`src/rtl/pc_sequencer.sv`:
```
// Fetch PC sequencer: BOOT/RUN/HALT control with trap, redirect, stall and debug halt.
// Optional macro PC_MISALIGN_CHK_EN rejects misaligned redirect targets instead of truncating them.
module pc_sequencer #(
  parameter int unsigned          PC_WIDTH  = 32,
  parameter int unsigned          PC_STEP   = 4,
  parameter logic [PC_WIDTH-1:0]  RESET_VEC = '0,
  parameter int unsigned          CNT_WIDTH = 16
) (
  input  logic                 CPU_clk,
  input  logic                 CPU_rst_n,
  input  logic                 PCWrite,
  input  logic                 Redirect_Valid,
  input  logic [PC_WIDTH-1:0]  Redirect_Target,
  input  logic                 Trap_Valid,
  input  logic [PC_WIDTH-1:0]  Trap_Vec,
  input  logic                 Halt_Req,
  input  logic                 Resume_Req,
  output logic [PC_WIDTH-1:0]  PC,
  output logic [PC_WIDTH-1:0]  PC_Plus_Step,
  output logic                 PC_Valid,
  output logic                 Halted,
  output logic                 Misalign_Err,
  output logic [PC_WIDTH-1:0]  Misalign_Addr,
  output logic [CNT_WIDTH-1:0] Redirect_Count
);

  typedef enum logic [1:0] {BOOT, RUN, HALT} state_t;

  localparam logic [PC_WIDTH-1:0] STEP     = PC_WIDTH'(PC_STEP);
  localparam logic [PC_WIDTH-1:0] LOW_MASK = STEP - PC_WIDTH'(1);

  state_t                state_q, state_d;
  logic [PC_WIDTH-1:0]   pc_q, pc_d;
  logic                  valid_q, valid_d;
  logic                  halted_q, halted_d;
  logic                  merr_q, merr_d;
  logic [PC_WIDTH-1:0]   maddr_q, maddr_d;
  logic [CNT_WIDTH-1:0]  cnt_q, cnt_d;
  logic                  bump;
  logic                  redir_bad;
  logic [PC_WIDTH-1:0]   trap_pc, redir_pc;

  assign trap_pc  = Trap_Vec & ~LOW_MASK;
  assign redir_pc = Redirect_Target & ~LOW_MASK;
`ifdef PC_MISALIGN_CHK_EN
  assign redir_bad = |(Redirect_Target & LOW_MASK);
`else
  assign redir_bad = 1'b0;
`endif

  always_comb begin
    state_d  = state_q;
    pc_d     = pc_q;
    valid_d  = valid_q;
    halted_d = halted_q;
    merr_d   = 1'b0;
    maddr_d  = maddr_q;
    cnt_d    = cnt_q;
    bump     = 1'b0;
    case (state_q)
      BOOT: begin
        pc_d     = RESET_VEC;
        valid_d  = 1'b1;
        halted_d = 1'b0;
        state_d  = RUN;
      end
      RUN: begin
        if (Trap_Valid) begin
          pc_d = trap_pc;
          bump = 1'b1;
        end else if (Redirect_Valid) begin
          if (redir_bad) begin
            merr_d  = 1'b1;
            maddr_d = Redirect_Target;
          end else begin
            pc_d = redir_pc;
            bump = 1'b1;
          end
        end else if (PCWrite && !Halt_Req) begin
          pc_d = pc_q + STEP;
        end
        // Halt wins over Resume; any trap/redirect above still lands in PC.
        if (Halt_Req) begin
          state_d  = HALT;
          valid_d  = 1'b0;
          halted_d = 1'b1;
        end
      end
      HALT: begin
        if (Trap_Valid || Resume_Req) begin
          state_d  = RUN;
          valid_d  = 1'b1;
          halted_d = 1'b0;
        end
        if (Trap_Valid) begin
          pc_d = trap_pc;
          bump = 1'b1;
        end
      end
      default: state_d = BOOT;
    endcase
    if (bump && (cnt_q != '1)) cnt_d = cnt_q + CNT_WIDTH'(1);
  end

  always_ff @(posedge CPU_clk) begin
    if (!CPU_rst_n) begin
      state_q  <= BOOT;
      pc_q     <= RESET_VEC - STEP;
      valid_q  <= 1'b0;
      halted_q <= 1'b0;
      merr_q   <= 1'b0;
      maddr_q  <= '0;
      cnt_q    <= '0;
    end else begin
      state_q  <= state_d;
      pc_q     <= pc_d;
      valid_q  <= valid_d;
      halted_q <= halted_d;
      merr_q   <= merr_d;
      maddr_q  <= maddr_d;
      cnt_q    <= cnt_d;
    end
  end

  assign PC             = pc_q;
  assign PC_Plus_Step   = pc_q + STEP;
  assign PC_Valid       = valid_q;
  assign Halted         = halted_q;
  assign Misalign_Err   = merr_q;
  assign Misalign_Addr  = maddr_q;
  assign Redirect_Count = cnt_q;

endmodule

```
`config.mk`:
```
export PLATFORM = sky130hd
export DESIGN_NAME = pc_sequencer
export DESIGN_NICKNAME = d
export VERILOG_FILES = /design/src/rtl/pc_sequencer.sv
export SDC_FILE = /design/constraint.sdc
export NUM_CORES = 1
export LEC_CHECK = 0
export ABC_AREA = 1
export CAP_MARGIN = 10
export CORE_MARGIN = 10
export CORE_UTILIZATION = 44
export CTS_CLUSTER_SIZE = 30
export DETAILED_ROUTE_END_ITERATION = 10
export HOLD_SLACK_MARGIN = 0.15
export PLACE_DENSITY = 0.83
export SETUP_SLACK_MARGIN = 0.5
export SYNTH_ARGS = -nofsm -noshare
export SYNTH_HDL_FRONTEND = slang
export SYNTH_SLANG_ARGS = --single-unit
```
`constraint.sdc`:
```
create_clock -name CPU_clk -period 1.85 [get_ports CPU_clk]
set_input_delay 0.555 -clock CPU_clk [delete_from_list [all_inputs] [get_ports CPU_clk]]
set_output_delay 0.555 -clock CPU_clk [all_outputs]
set_load 0.1 [all_outputs]
```
==> results of run 1 <==
-- repair_timing --
item | in CTS
gates resized for setup | 218
endpoints found under the setup margin | 128
hold buffers | 0
setup buffers | 73
gates cloned | 4
pin swaps | 52
-- synth_stat cells, types with 6 or more instances --
cell      count
nor3_1        7
nor2_1       98
clkbuf_1      9
inv_1        65
inv_2         7
o21ai_0      33
dfxtp_1      50
and2_1       12
nand2_2       6
buf_2         6
o21ai_1       7
ha_1          7
buf_4        40
xor2_1       13
nand2_1     246
a21oi_1      61
nand3_1      41
-- cells by family after synthesis --
group	count (synthesis)	share of synthesized area
simple gates	428	0.416
buf+inv	135	0.162
compound gates	116	0.141
flops	50	0.229
xor+xnor	16	0.0320
fa+ha+maj	7	0.0200
other cells	1	0.000856
-- stage by stage --
stage	area [sq um]	setup TNS [ns]	setup slack [ns]
after detailed placement	7610	-14.06	-0.332
after CTS	9210	-12.49	-0.493
after global placement	7610	-9.14	-0.228
after floorplan	4990	-9.93	-0.411
==> run_results.csv, run 1 <==
group,metric,value,unit
clocking,htree_levels,2,
logic_synthesis,ys_ff_latch,50,
floorplanning,die_h,120,um
clocking,cts_buffers,5,
logic_synthesis,synth_warnings,0,
logic_synthesis,yosysTopAreaCell,"dfxtp_1",
logic_synthesis,synth_edf_count,0,
sta,worst_path_end_type,"output port",
place,place_hpwl,14.1,mm
outcome,lastStage,"5_1_grt",
logic_synthesis,synthDistinctLibCells,38,
floorplanning,initial_core_util,0.450,
floorplanning,die_w,120,um
clocking,cts.sinks,50,
logic_synthesis,netlist_instances,753,
place,gp_congestion,0.952,
floorplanning,fp-row-count,36,
logic_synthesis,synth_top_flop_cell,"dfxtp_1",
sta,worstEndpointGrtRepair,"PC_Plus_Step[29]",
logic_synthesis,synth.avg_cell_area,5.82,sq um
outcome,stop_error,"[ERROR DPL-0038] Utilization greater than 100%, impossible to legalize",
outcome,outcome,"aborted with a tool error",
global_routing,grt_max_degree,37,
place,dp_cells,1085,
logic_synthesis,synth_seq_area_share,0.229,
clocking,clock_path_buffers,2,
clocking,clock-root-buffer,"clkbuf_8",
logic_synthesis,netlist_top_cells_area,"dfxtp_1, nand2_1, nor2_1, a21oi_1, buf_4",
floorplanning,ios,186,
logic_synthesis,yosys.area.top_type_share,0.229,
logic_synthesis,async_flop_share,0,
logic_synthesis,syn_area,4380,sq um
place,io_buffers,144,
==> run 2, diff against run 1 <==
--- a/config.mk
+++ b/config.mk
@@ -8,12 +8,9 @@
 export ABC_AREA = 1
 export CAP_MARGIN = 10
 export CORE_MARGIN = 10
-export CORE_UTILIZATION = 44
-export CTS_CLUSTER_SIZE = 30
+export CORE_UTILIZATION = 30
 export DETAILED_ROUTE_END_ITERATION = 10
-export HOLD_SLACK_MARGIN = 0.15
-export PLACE_DENSITY = 0.83
-export SETUP_SLACK_MARGIN = 0.5
+export PLACE_DENSITY_LB_ADDON = 0.15
 export SYNTH_ARGS = -nofsm -noshare
 export SYNTH_HDL_FRONTEND = slang
 export SYNTH_SLANG_ARGS = --single-unit
==> run 2 against run 1 <==
  * The flow now finishes, with violations (negative setup slack)
  * Synthesized cell count is the same
  * Area after synthesis unchanged
==> run_results.csv, run 2 <==
group,metric,value,unit
setup_path,cp_num_buf_inv,2,
global_routing,antenna_found_initial,0,
floorplanning,ios,186,
global_routing,grt_pass1_wl,27.9,mm
sta,rsz0062_at_grt,"true",
setup_path,cpLargestDelayFamily,"simple AND/OR/NAND/NOR gates",
power,p_total,10200,uW
setup_path,critPathLaunchType,"flop",
setup_path,cp_slowest_cell,"dfxtp_4",
setup_path,worstPathMaxFanout,7,
global_routing,grt_max_degree,32,
drt,vias,5400,
clocking,ctsHoldBuffers,0,
clocking,cts_buffers,5,
clocking,cts_tree,"yes",
place,dp_cells,1151,
outcome,outcome,"finished, violations left",
global_routing,grt_overflow,0,
sta,min_period_over_period,1.27,
clocking,clock_path_buffers,2,
global_routing,use_met1,0.213,
power,power_switching,5580,uW
final_layout,regArea,1140,sq um
setup_path,cp_common_cell,"nand2_1",
logic_synthesis,synth_top_flop_cell,"dfxtp_1",
final_layout,mostFrequentLayoutCells,"nand2_1, buf_4, buf_12",
final_layout,largest_reg_flops,30,
floorplanning,dieArea,19800,sq um
final_layout,fillers,1308,
setup_path,worstPathCellList,"nand2_4 > nor2_4 > buf_6 > nand2_8 > nor2_8 > nand2_1 > nand2_1 > and2_4 > buf_12",
drt,drc,0,
place,place_hpwl,14.1,mm
logic_synthesis,synth_edf_count,0,
logic_synthesis,synth_warnings,0,
place,io_buffers,144,
setup_path,path_class,"flop to output port",
power,p_int,4620,uW
logic_synthesis,netlist_top_cells_area,"dfxtp_1, nand2_1, nor2_1, a21oi_1, buf_4",
global_routing,met2_usage,0.293,
sta,final-hold-violation-count,0,
min_path,hold_path_class,"flop to flop",
power,swShare,0.547,
sta,period_needed,2.35,ns
logic_synthesis,yosysMostFrequentCell,"nand2_1",
sta,worst_slack,-0.499,ns
drt,wl_per_cell,15.6,um
power,p_leak,0.00376,uW
power,p_clk_frac,0.097,
power,seq_power_share,0.157,
sta,final.setup.tns,-11.92,ns
setup_path,arrival,1.79,ns
logic_synthesis,synth_seq_area_share,0.229,
logic_synthesis,yosys.area.top_type_share,0.229,
setup_path,required,1.29,ns
drt,dr.pass1.iters,5,
power,combPwrFrac,0.745,
floorplanning,fp-row-count,44,
global_routing,grt_pass1_vias,5201,
run,cap_violations,0,
floorplanning,die_h,141,um
drt,ant_nets,0,
global_routing,gr-max-usage-layer,"met2",
power,vdd_drop_max,0.607,mV
clocking,clock_latency,0.31,ns
place,gp_congestion,0.883,
global_routing,grt_usage,0.173,
drt,viasPerCell,4.57,
logic_synthesis,synthDistinctLibCells,38,
power,powerDensity,1200,nW/um^2
clocking,htree_levels,2,
logic_synthesis,yosysTopAreaCell,"dfxtp_1",
setup_path,cp-end-kind,"output port",
logic_synthesis,async_flop_share,0,
floorplanning,core_region_area,14400,sq um
clocking,cts.clk_slew.worst_paths,0.08,ns
sta,fmaxAchievable,426,MHz
final_layout,area_delta_synth_final,94.1,%
logic_synthesis,synthTopCellsByCount,"nand2_1, nor2_1, inv_1, a21oi_1, dfxtp_1",
outcome,violations,"negative setup slack",
clocking,clock-root-buffer,"clkbuf_16",
final_layout,fin_nets,1074,
final_layout,antenna_cells,0,
final_layout,multi_input_area,3380,sq um
place,placed_cell_area,7690,sq um
final_layout,final_cell_area,8500,sq um
logic_synthesis,ys_ff_latch,50,
logic_synthesis,synth.avg_cell_area,5.82,sq um
final_layout,drive_gt1_frac,0.400,
sta,whs,0.489,ns
floorplanning,die_w,141,um
final_layout,instances_no_fill,1181,
logic_synthesis,syn_area,4380,sq um
sta,slew_violations,0,
drt,drt_iter0_markers,281,
clocking,cts.sinks,50,
sta,skew,0.0134,ns
setup_path,cpPeakStageDelay,0.39,ns
floorplanning,initial_core_util,0.304,
drt,wirelength,18.5,mm
global_routing,met3_usage,0.0440,
logic_synthesis,netlist_instances,753,
final_layout,final_common_cell,"nand2_1",
sta,setup_viol,28,
==> run 2: worst paths after layout <==
| check | start | endpoint | slack, ns | cells past startpoint |
|---|---|---|---|---|
| hold / removal | Redirect_Count[0] | Redirect_Count[0] | 0.49 | 1 |
| hold reg to reg | Redirect_Count[0] | Redirect_Count[0] | 0.49 | 1 |
| setup / recovery | PC[4] | PC_Plus_Step[19] | -0.50 | 9 |
| setup reg to reg | PC[3] | PC[10] | 0.02 | 13 |
==> run 2: per-layer routing <==
layer | wire [um] | up-vias
met4 | 233 | 0
met1 | 7940 | 2455
li1 | - | 2773
met5 | 0 | -
met3 | 1210 | 15
met2 | 9090 | 157
==> run 2: layout make-up <==
class | instances | area share
clock buffer | 5 | 0.0147
clock inverter | 3 | 0.00265
inverter | 73 | 0.0418
multi-input combinational | 604 | 0.398
sequential | 50 | 0.134
tap | 184 | 0.0271
timing repair buffer | 262 | 0.382
==> run 2: per-stage QoR <==
step / util / setup slack [ns]
CTS: 0.558 / -0.479
global route: 0.589 / -0.579
global placement: 0.533 / -0.272
detailed placement: 0.533 / -0.313
floorplan: - / -0.415
finish: 0.589 / -0.499
==> run 2: what timing repair did <==
item,4_1_cts,5_1_grt
pin swaps,15,38
setup endpoints to repair,29,48
resized for setup,33,88
setup buffers,10,16
==> run 2: kinds of logic (layout without fill, tap and decap cells) <==
group,after synthesis,count (layout),synth area share
DFF,50,50,0.229
buffers and inverters,135,343,0.162
and+or+nand+nor,428,428,0.416
other,1,37,0.000856
AOI/OAI and AO/OA,116,116,0.141
adders and majority gates,7,7,0.0200
xor gates and xnor gates,16,16,0.0320
==> run 2: worst register-to-register path, stage by stage, from the launching register on <==
cell and delay (ns):
dfxtp_4 0.40, ha_4 0.19, inv_4 0.04, nor2_4 0.11, nand2_4 0.10, buf_6 0.14
xor2_4 0.14, clkinvlp_4 0.13, buf_4 0.14, buf_4 0.13, nor2_4 0.06, o21bai_1 0.06
nand2_1 0.06, nand2_1 0.04
==> run 2: power by group through the flow <==
| stage | registers (uW) | logic (uW) | clock network (uW) |
|---|---|---|---|
| after floorplan | 2820 | 3250 | 0 |
| after global placement | 1570 | 7190 | 0 |
| after detailed placement | 1580 | 7210 | 0 |
| after CTS | 1570 | 7360 | 1020 |
| after global routing | 1630 | 7990 | 1050 |
| final | 1600 | 7600 | 993 |
Note: power is estimated with default switching activity, not from simulation.
